`config.mk`:
```
export PLATFORM = sky130hd
export DESIGN_NAME = reset_sequencer
export DESIGN_NICKNAME = d
export VERILOG_FILES = /design/src/rtl/reset_sequencer_pkg.sv /design/src/rtl/reset_sequencer_sync_bit.sv /design/src/rtl/reset_sequencer.sv
export SDC_FILE = /design/constraint.sdc
export NUM_CORES = 1
export LEC_CHECK = 0
export ABC_AREA = 1
export BUFFER_PORTS_ARGS = -buffer_cell sky130_fd_sc_hd__buf_2
export CAP_MARGIN = 5
export CORE_AREA = 2 2 66 74
export CTS_CLUSTER_DIAMETER = 60
export DETAILED_ROUTE_END_ITERATION = 6
export DIE_AREA = 0 0 68 76
export PLACE_DENSITY = 0.73
export SYNTH_ARGS = -nofsm -noshare
export SYNTH_HDL_FRONTEND = slang
export SYNTH_SLANG_ARGS = --single-unit
export TNS_END_PERCENT = 20
```
`constraint.sdc`:
```
create_clock -name clk -period 2 [get_ports clk]
set_input_delay 0.2 -clock clk [delete_from_list [all_inputs] [get_ports clk]]
set_output_delay 0.2 -clock clk [all_outputs]
set_load 0.05 [all_outputs]
```
`src/rtl/reset_sequencer_pkg.sv`:
```
// Shared definitions for the reset sequencer: the sequencing state encoding
// and the synchronizer depth used on every asynchronous input.
package reset_sequencer_pkg;

  localparam int SYNC_STAGES = 2;

  typedef enum logic [1:0] {
    WAIT_LOCK  = 2'd0,
    SETTLE     = 2'd1,
    REL_PERIPH = 2'd2,
    RUN        = 2'd3
  } seq_state_t;

endpackage

```
`src/rtl/reset_sequencer_sync_bit.sv`:
```
// Multi-flop synchronizer for a single asynchronous level into the clk domain.
// Clears to 0 so a held-off input always reads as inactive after reset.
module sync_bit
  import reset_sequencer_pkg::*;
(
  input  logic clk,
  input  logic rst,
  input  logic d,
  output logic q
);

  logic [SYNC_STAGES-1:0] sync_ff;

  always_ff @(posedge clk or posedge rst) begin
    if (rst) begin
      sync_ff <= '0;
    end else begin
      sync_ff <= {sync_ff[SYNC_STAGES-2:0], d};
    end
  end

  assign q = sync_ff[SYNC_STAGES-1];

endmodule

```
`src/rtl/reset_sequencer.sv`:
```
// Staged reset release: waits for a stable PLL lock, frees peripherals, then
// the core, and drops back to full reset on lock loss or a debounced button.
module reset_sequencer
  import reset_sequencer_pkg::*;
#(
  parameter int SETTLE_CYCLES   = 1024,
  parameter int STAGE_GAP       = 16,
  parameter int DEBOUNCE_CYCLES = 65536
) (
  input  logic       clk,
  input  logic       rst,
  input  logic       pll_locked,
  input  logic       btn_rst,
  output logic       rst_periph,
  output logic       rst_core,
  output logic       sys_ready,
  output logic [7:0] lock_loss_cnt
);

  localparam int              DB_W        = $clog2(DEBOUNCE_CYCLES);
  localparam logic [15:0]     SETTLE_LAST = 16'(SETTLE_CYCLES - 1);
  localparam logic [15:0]     GAP_LAST    = 16'(STAGE_GAP - 1);
  localparam logic [DB_W-1:0] DB_LAST     = DB_W'(DEBOUNCE_CYCLES - 1);

  logic            locked_s;
  logic            btn_s;
  logic            btn_db;
  logic [DB_W-1:0] db_cnt;
  seq_state_t      state;
  seq_state_t      state_next;
  logic [15:0]     cnt;
  logic [15:0]     cnt_next;
  logic            abort;
  logic            loss;

  sync_bit u_sync_lock (
    .clk (clk),
    .rst (rst),
    .d   (pll_locked),
    .q   (locked_s)
  );

  sync_bit u_sync_btn (
    .clk (clk),
    .rst (rst),
    .d   (btn_rst),
    .q   (btn_s)
  );

  // Button level is accepted only after DEBOUNCE_CYCLES consecutive disagreeing samples.
  always_ff @(posedge clk or posedge rst) begin
    if (rst) begin
      btn_db <= 1'b0;
      db_cnt <= '0;
    end else if (btn_s == btn_db) begin
      db_cnt <= '0;
    end else if (db_cnt == DB_LAST) begin
      btn_db <= btn_s;
      db_cnt <= '0;
    end else begin
      db_cnt <= db_cnt + DB_W'(1);
    end
  end

  assign abort = ~locked_s | btn_db;

  always_comb begin
    state_next = state;
    cnt_next   = '0;
    loss       = 1'b0;
    case (state)
      WAIT_LOCK: begin
        if (!abort) state_next = SETTLE;
      end
      SETTLE: begin
        if (abort)                    state_next = WAIT_LOCK;
        else if (cnt == SETTLE_LAST)  state_next = REL_PERIPH;
        else                          cnt_next   = cnt + 16'd1;
      end
      REL_PERIPH: begin
        if (abort)                    state_next = WAIT_LOCK;
        else if (cnt == GAP_LAST)     state_next = RUN;
        else                          cnt_next   = cnt + 16'd1;
      end
      RUN: begin
        if (abort) begin
          state_next = WAIT_LOCK;
          loss       = ~locked_s;
        end
      end
      default: state_next = WAIT_LOCK;
    endcase
  end

  // Outputs are registered from the next state so resets assert on the same edge as WAIT_LOCK.
  always_ff @(posedge clk or posedge rst) begin
    if (rst) begin
      state         <= WAIT_LOCK;
      cnt           <= '0;
      rst_periph    <= 1'b1;
      rst_core      <= 1'b1;
      sys_ready     <= 1'b0;
      lock_loss_cnt <= '0;
    end else begin
      state      <= state_next;
      cnt        <= cnt_next;
      rst_periph <= (state_next == WAIT_LOCK) || (state_next == SETTLE);
      rst_core   <= (state_next != RUN);
      sys_ready  <= (state_next == RUN);
      if (loss && (lock_loss_cnt != 8'hFF)) begin
        lock_loss_cnt <= lock_loss_cnt + 8'd1;
      end
    end
  end

endmodule
```
=== Word level (Yosys, flattened, before mapping) ===
Cells that the tools add are included.

* Memories kept: 0
* Output and inout bits: 11
* Bits in latches: 0
* Bits in read-only memories: 0
* Input bits: 4
* Register bits after elaboration: 50
* Memory bits (writable): 0

* Shift operators: 0
* Eq/ne operators: 11
* Multipliers: 0
* Add/subtract/negate cells: 3
* Mux-type cells: 16
* Div/mod/pow operators: 0
* $lt $le $gt $ge: 0
* Bitwise operators: 3
* Reduce and logical (&&, ||, !) cells: 5

{| class="wikitable"
|+ Operator list
! operator !! number
|-
| 2-to-1 mux 16 bit || 6
|-
| adder 16 x 1 -> 16 bit, second input constant || 2
|-
| one-hot mux 16 bit (2 select lines) || 1
|-
| == test 16 x 10 -> 1 bit, second input constant || 1
|-
| == test 16 bit, second input constant || 1
|-
| == test 16 x 4 -> 1 bit, second input constant || 1
|-
| 2-to-1 mux 2 bit || 6
|-
| adder 8 x 1 -> 8 bit, second input constant || 1
|-
| inequality test 8 bit, second input constant || 1
|-
| one-hot mux 2 bit (4 select lines) || 1
|-
| == test 2 bit, second input constant || 3
|-
| == test 2 x 1 -> 1 bit, second input constant || 2
|-
| logical NOT 2 bit || 2
|-
| 2-to-1 mux 1 bit || 2
|-
| inequality test 2 bit, second input constant || 1
|-
| NOT 1 bit || 2
|-
| AND reduction 2 bit || 1
|-
| == test 1 bit || 1
|-
| logical AND 1 bit || 1
|-
| logical OR 1 bit || 1
|-
| OR 1 bit || 1
|}

=== Longest topological paths before layout ===
Gate-level depths: netlist of the first run.

* Word-level depth: 6
* Mapped depth: 11
* Gate-level depth less buffers: 11

=== Cells and area by module ===
A second synthesis of the first run with hierarchy kept.

* Cell total of the unflattened synthesis: 306
* Area, all modules: 2613.8 um^2

{| class="wikitable"
|+ Modules (own cells, without submodules)
! module !! seq. area each (um^2) !! cells an instance !! times used !! area each (um^2)
|-
| reset_sequencer || 1153.6 || 300 || 1 || 2506.2
|-
| sync_bit || 50.0 || 3 || 2 || 53.8
|}

=== Worst setup path before layout of the first run ===
Ideal clock, no wire load.

* Path kind: flip-flop to flip-flop
* Start: reg lock_loss_cnt[1]
* End: reg lock_loss_cnt[5]
* Path buffers: 1
* Data arrival time: 1.623 ns
* Cell stages (with the launch flop): 8
* Data required time: 1.877 ns
* Path slack: 0.254 ns
* Clock period less this slack: 1.746 ns
* Cells stage by stage: dfrtp_1 ha_1 inv_1 nor4_2 a21oi_2 buf_6 nand2_1 o21ai_1

* Longest elaborated chain between the ends: 2

{| class="wikitable"
|+ Ends and longest elaborated chain
! item !! RTL line !! text
|-
| start, declared || reset_sequencer.sv:17 || <nowiki>output logic [7:0] lock_loss_cnt</nowiki>
|-
| start signal, assigned || reset_sequencer.sv:111 || <nowiki>lock_loss_cnt <= lock_loss_cnt + 8'd1;</nowiki>
|-
| branches (longest 2 deep; another with adder 8 x 1 -> 8 bit) || - ||
|}

Several ways; the timed one is not identified.
A chain may end at the register's enable or synchronous reset.

=== Final worst setup path of the first run ===
* Start: reg lock_loss_cnt[0]
* End: reg lock_loss_cnt[6]

Same word-level chain as after synthesis.

==> results of run 1 <==
## stage by stage
step / util [%] / setup WS, ps / cell area [µm²] / std cells
after floorplan: - / 254 / 2590 / 308
after global placement: 60.4 / 418 / 2710 / 377
after detailed placement: 60.4 / 334 / 2710 / 377
after CTS: 63.1 / 323 / 2830 / 386
after global routing: 63.3 / 159 / 2840 / 387
final: 63.3 / 333 / 2840 / 387
## power by group through the flow
stage                     logic [mW]  registers [mW]  clock network, mW
final                          0.197            1.06              0.701
after global routing           0.231            1.06              0.768
after CTS                      0.200            1.06              0.729
after detailed placement       0.197            1.08                  0
after global placement         0.194            1.07                  0
after floorplan                0.172            1.07                  0
## worst reg2reg max path, delay by kind of cell, from the launching register on
kind	cells	cell delay (ps)
DFF	1	410
and+or+nand+nor	3	210
AOI/OAI and AO/OA	1	430
adders and majority gates	1	230
buffers and inverters	2	280
## cell usage in the layout (no fill, tap or decap), types with 2 or more instances in the layout
| master | synthesis | layout |
|---|---|---|
| nand3_2 | 2 | 2 |
| nand2_2 | 3 | 3 |
| o21ai_0 | 2 | 2 |
| buf_2 | 0 | 14 |
| dfrtp_1 | 48 | 48 |
| nor3_1 | 12 | 12 |
| nand2_1 | 73 | 73 |
| nand3_1 | 18 | 18 |
| a21oi_1 | 3 | 3 |
| nand4_1 | 6 | 6 |
| dlygate4sd3_1 | 0 | 2 |
| dfstp_2 | 2 | 2 |
| o21ai_1 | 2 | 2 |
| nor2_1 | 54 | 54 |
| inv_1 | 37 | 36 |
| clkbuf_8 | 0 | 5 |
| xor2_1 | 19 | 19 |
| nor2_2 | 3 | 3 |
| xnor2_1 | 4 | 4 |
| ha_1 | 7 | 7 |
## cell usage after synthesis (all sizes together)
cell / number / area (µm²)
dfrtp: 48 / 1200
buf: 2 / 26.3
nand4: 6 / 37.5
nand3: 21 / 128
nor2: 59 / 253
inv: 37 / 139
xnor2: 4 / 35.0
nor3: 12 / 60.1
ha: 7 / 87.6
nor4: 2 / 18.8
a31oi: 1 / 6.26
nand2: 77 / 304
o21ai: 6 / 45.1
nor3b: 1 / 7.51
a21oi: 4 / 23.8
xor2: 19 / 166
dfstp: 2 / 52.6
## sequential cells by signal, indices dropped and copies added (netlist names)
signal / count
rst_periph: 1
cnt: 16
u_sync_lock.sync_ff: 2
u_sync_btn.sync_ff: 2
btn_db: 1
rst_core: 1
state: 2
sys_ready: 1
db_cnt: 16
lock_loss_cnt: 8
## layer usage
layer	GRT usage [%]	up-vias	wire length, µm
met5	0	-	0
met4	7.40	0	70
met3	5.02	5	93
met2	31.7	18	2050
met1	25.5	905	2090
li1	-	1003	-
## how the worst min path moves through the flow
stage / endpoint / slack [ps] / from / depth (start not counted)
final: db_cnt[1] / 40 / rst / 3
after global placement: u_sync_btn.sync_ff[0] / 310 / btn_rst / 1
after global routing: db_cnt[2] / 100 / rst / 3
after floorplan: u_sync_btn.sync_ff[0] / 230 / btn_rst / 0
after detailed placement: u_sync_btn.sync_ff[0] / 320 / btn_rst / 1
after CTS: u_sync_lock.sync_ff[0] / 3 / pll_locked / 1
## cell families (layout without fill, tap and decap cells)
family	Yosys count	in the layout	synth area share, %
and+or+nand+nor	178	178	31.2
DFF	50	50	48.4
buffers and inverters	39	62	6.37
xor gates and xnor gates	23	23	7.77
AOI/OAI and AO/OA	11	11	2.90
adders and majority gates	7	7	3.38
## what timing repair did
item / CTS / global route
resized for setup: 0 / 0
hold buffers: 1 / 1
hold endpoints to repair: 1 / 1
## cell type report
type,count,area [µm²]
fill,378,1650
clock buffer,6,72.6
tap,56,70.1
timing repair buffer,17,97.6
inverter,37,139
clock inverter,2,37.5
sequential,50,1250
multi-input combinational,219,1170
==> results.ini, run 1 <==
[worst_setup_path]
crit_slowest_cell = a21oi_2
worst-path-stages = 7
startpoint_type = flip-flop
r2r-start = lock_loss_cnt[0]
rr_endpoint = lock_loss_cnt[6]
worstSetupPathType = reg -> reg
worstPathRequired_ps = 2190
reg2regPathDepth = 7
cp-endpoint = lock_loss_cnt[6]
cpPeakStageDelay_ps = 430
crit_start = lock_loss_cnt[0]
crit_path_max_fanout = 12
r2r_slack_ps = 330
arrival_ps = 1860
critical_path_buf_inv_count = 2
critPathCaptureType = flip-flop
cp_cell_sequence = ha_1 > inv_1 > nor4_2 > a21oi_2 > inv_1 > nand2_1 > nand2_1
cp_top_family = compound AO/OA/AOI/OAI gates

[global_routing]
grt_util_all_layers_pct = 19.8
grt_pass1_wl_um = 7980
grt_max_degree = 51
grt_pass1_vias = 1948
overflow = 0
antenna_found_initial = 0

[floorplan]
ios = 15
die_x_um = 68
rows = 26
initial_core_util_pct = 57.7
die_h_um = 76
die_area_um2 = 5170
core-area_um2 = 4490

[cts]
clkSinkCount = 50
clockRootBuffer = clkbuf_8
cts_tree = built
cts_setup_buffers = 0
numCtsBuffers = 5
clkSlewWorstSetupHoldPaths_ps = 90
cts_htree_levels = 2
cts.path.max_buffers = 2
insertion_delay_ps = 300

[outcome]
outcome = complete, no violations

[routing]
vias = 1931
via_per_inst = 4.99
wl_um = 4310
drtIter0Drc = 64
drc = 0
drtAntennaViolNets = 0
drtPass1Iterations = 4
avgRoutedWirePerCell_um = 11.1

[place]
gp_congestion = 0.866
place_hpwl_um = 3140
portBuffers = 14

[yosys]
ys_warn_count = 0
syn_nets = 319
yosysUniqueCellTypes = 30
ys_seq_area_share_pct = 48.4
synth.avg_cell_area_um2 = 8.41
synth-seq-cells = 50
syn_inst = 308
syn_area_um2 = 2590

[cells_and_area]
diodes = 0
area_growth_pct = 9.71
drive_above_1_share_pct = 12.4
nets = 341

[sta]
min_period_ps = 1670
setup_viol = 0
setup_tns_ps = 0
hold_ws_ps = 40.1
finalMaxSlewViolations = 0
rsz0062_at_grt = false
finalCritPeriodShare_pct = 83.4
fmax_mhz = 600
relSlewSlack_pct = 60.0
clock_skew_ps = 11.7
hold_violations = 0
worst_slew_pin_slew_ps = 601

[pwr]
ir_drop_mv = 0.551
switching_share_pct = 24.6
p_switching_mw = 0.480
power.total_mw = 1.95
combPwrFrac_pct = 10.1
power.internal_mw = 1.47
p_seq_share_pct = 54.1
power.leakage_nw = 1.42
pwr-share-clk_pct = 35.9
power_density_nw_per_um2 = 688

[run]
cap_violations = 0

[worst_hold_path]
hold_path.class = in -> async

Power figures use the tool's default switching activity.
==> run 2, diff against run 1 <==
Settings changed: CORE_AREA 2 2 66 74 to 2 2 70 78, DIE_AREA 0 0 68 76 to 0 0 72 80, PLACE_DENSITY 0.73 to 0.69.
Clock period 2 ns to 1.5 ns, I/O delays scaled along.
==> results.ini, run 2 (synthesis gave the netlist of run 1 again) <==
[worst_setup_path]
cp_top_family = simple AND/OR/NAND/NOR gates
cpPeakStageDelay_ps = 370
startpoint_type = flip-flop
worstSetupPathType = reg -> reg
critPathCaptureType = flip-flop
crit_path_max_fanout = 7
cp_cell_sequence = ha_2 > nand2_2 > nor2_4 > nand2_4 > nor2_8 > nand3_4 > o21ai_4 > nor2_1
crit_slowest_cell = dfrtp_1
reg2regPathDepth = 8
worstPathRequired_ps = 1690
arrival_ps = 1720
worst-path-stages = 8
critical_path_buf_inv_count = 0

[place]
dpl.cell_count = 390
placed_cell_area_um2 = 2840
portBuffers = 14
dp_slack_ps = -136
gp_congestion = 0.813
place_hpwl_um = 3360

[sta]
min_period_ps = 1530
finalCritPeriodShare_pct = 102
fmax_mhz = 652
setup_viol = 6
setup_ws_ps = -33.2
worst_slew_pin_slew_ps = 395
relSlewSlack_pct = 73.6
clock_skew_ps = 10.8
finalMaxSlewViolations = 0
rsz0062_at_grt = true
hold_violations = 0

[cells_and_area]
final_cells = 413
stdcell_area_um2 = 3270
area_growth_pct = 26.1
reg_top3 = cnt (16), db_cnt (16), lock_loss_cnt (8)
drive_above_1_share_pct = 29.3
layout_commonest_cell = nand2_1
diodes = 0
layout_common_cells = 68 x nand2_1, 47 x nor2_1, 38 x dfrtp_1
nets = 365
fin_util_pct = 65.8

[cts]
clkSinkCount = 50
cts_tree = built
clkSlewWorstSetupHoldPaths_ps = 90
clockRootBuffer = clkbuf_8
numCtsBuffers = 5
cts.path.max_buffers = 2
insertion_delay_ps = 300
cts_htree_levels = 2

[global_routing]
grt_max_degree = 27
grt_util_all_layers_pct = 18.6
grt_pass1_vias = 2025
antenna_found_initial = 0
grt_pass1_wl_um = 8470
overflow = 0

[floorplan]
core-area_um2 = 4970
rows = 27
die_h_um = 80
ios = 15
die_x_um = 72
die_area_um2 = 5760
initial_core_util_pct = 52.2

[routing]
drc = 0
drtIter0Drc = 50
drtAntennaViolNets = 0
wl_um = 4950
drtPass1Iterations = 4
avgRoutedWirePerCell_um = 12.0
via_per_inst = 5.06
vias = 2088

[pwr]
ir_drop_mv = 0.640
power.leakage_nw = 1.56
power.total_mw = 2.70
power_density_nw_per_um2 = 827

[run]
cap_violations = 0

[outcome]
outcome = complete, but fails checks
violations = negative setup slack

[worst_hold_path]
hold_path.class = in -> async

run 2: cell types whose count changed in the layout (fill, tap and decap cells not counted), moves of 4 or more:
cell,previous run,this run
inv_2,1,5
ha_1,7,3
dfrtp_2,0,10
nand3_4,1,6
inv_1,36,32
nand2_1,73,68
nor2_4,1,9
dfrtp_1,48,38
nand3_1,18,12
buf_4,1,21
nor2_1,54,47
run 2: worst paths after layout:
kind	start	to	slack [ps]
max	db_cnt[0]	db_cnt[0]	-30
min	rst	db_cnt[7]	360
max reg2reg	db_cnt[0]	db_cnt[0]	-30
min reg2reg	u_sync_lock.sync_ff[0]	u_sync_lock.sync_ff[1]	360
max in group asynchronous	rst	rst_core	590
min in group clk	u_sync_lock.sync_ff[0]	u_sync_lock.sync_ff[1]	360
run 2: report_power, final:
part	internal (mW)	leakage (nW)	switching, mW
clock	0.491	0.0579	0.437
sequential	1.38	0.661	0.0327
combinational	0.133	0.846	0.228
run 2: repair_timing:
item,in CTS,in global routing
hold buffers,3,0
buffers inserted,0,11
gates cloned,0,1
endpoints found under the hold margin,17,0
pin swaps,2,18
endpoints found under the setup margin,25,37
resized for setup,5,45
run 2: area by class of cell:
class,instances,area [µm²]
fillers,420,1700
multi-input cells,220,1390
well taps,58,72.6
clock buffers,5,68.8
repair buffers,40,289
inverters,37,139
clock inverters,3,40.0
flip-flops and latches,50,1270
run 2: layer usage:
metal,GRT usage [%],part of all wire [%]
met2,31.5,51
met5,0,0
met3,4.17,3.1
met4,6.23,1.8
met1,23.3,44
run 2: stage by stage:
| step | hold WS (ps) | setup TNS (ps) |
|---|---|---|
| 2_1_floorplan | 181 | 0 |
| 3_3_place_gp | 151 | -512 |
| 3_5_place_dp | 159 | -1020 |
| 4_1_cts | 358 | -341 |
| 5_1_grt | 374 | -1480 |
| 6_report | 356 | -98.8 |
run 2: worst register-to-register path: stages, from the launching register on:
cell,delay (ps)
dfrtp_1,370
ha_2,190
nand2_2,70
nor2_4,140
nand2_4,90
nor2_8,110
nand3_4,90
o21ai_4,260
nor2_1,90
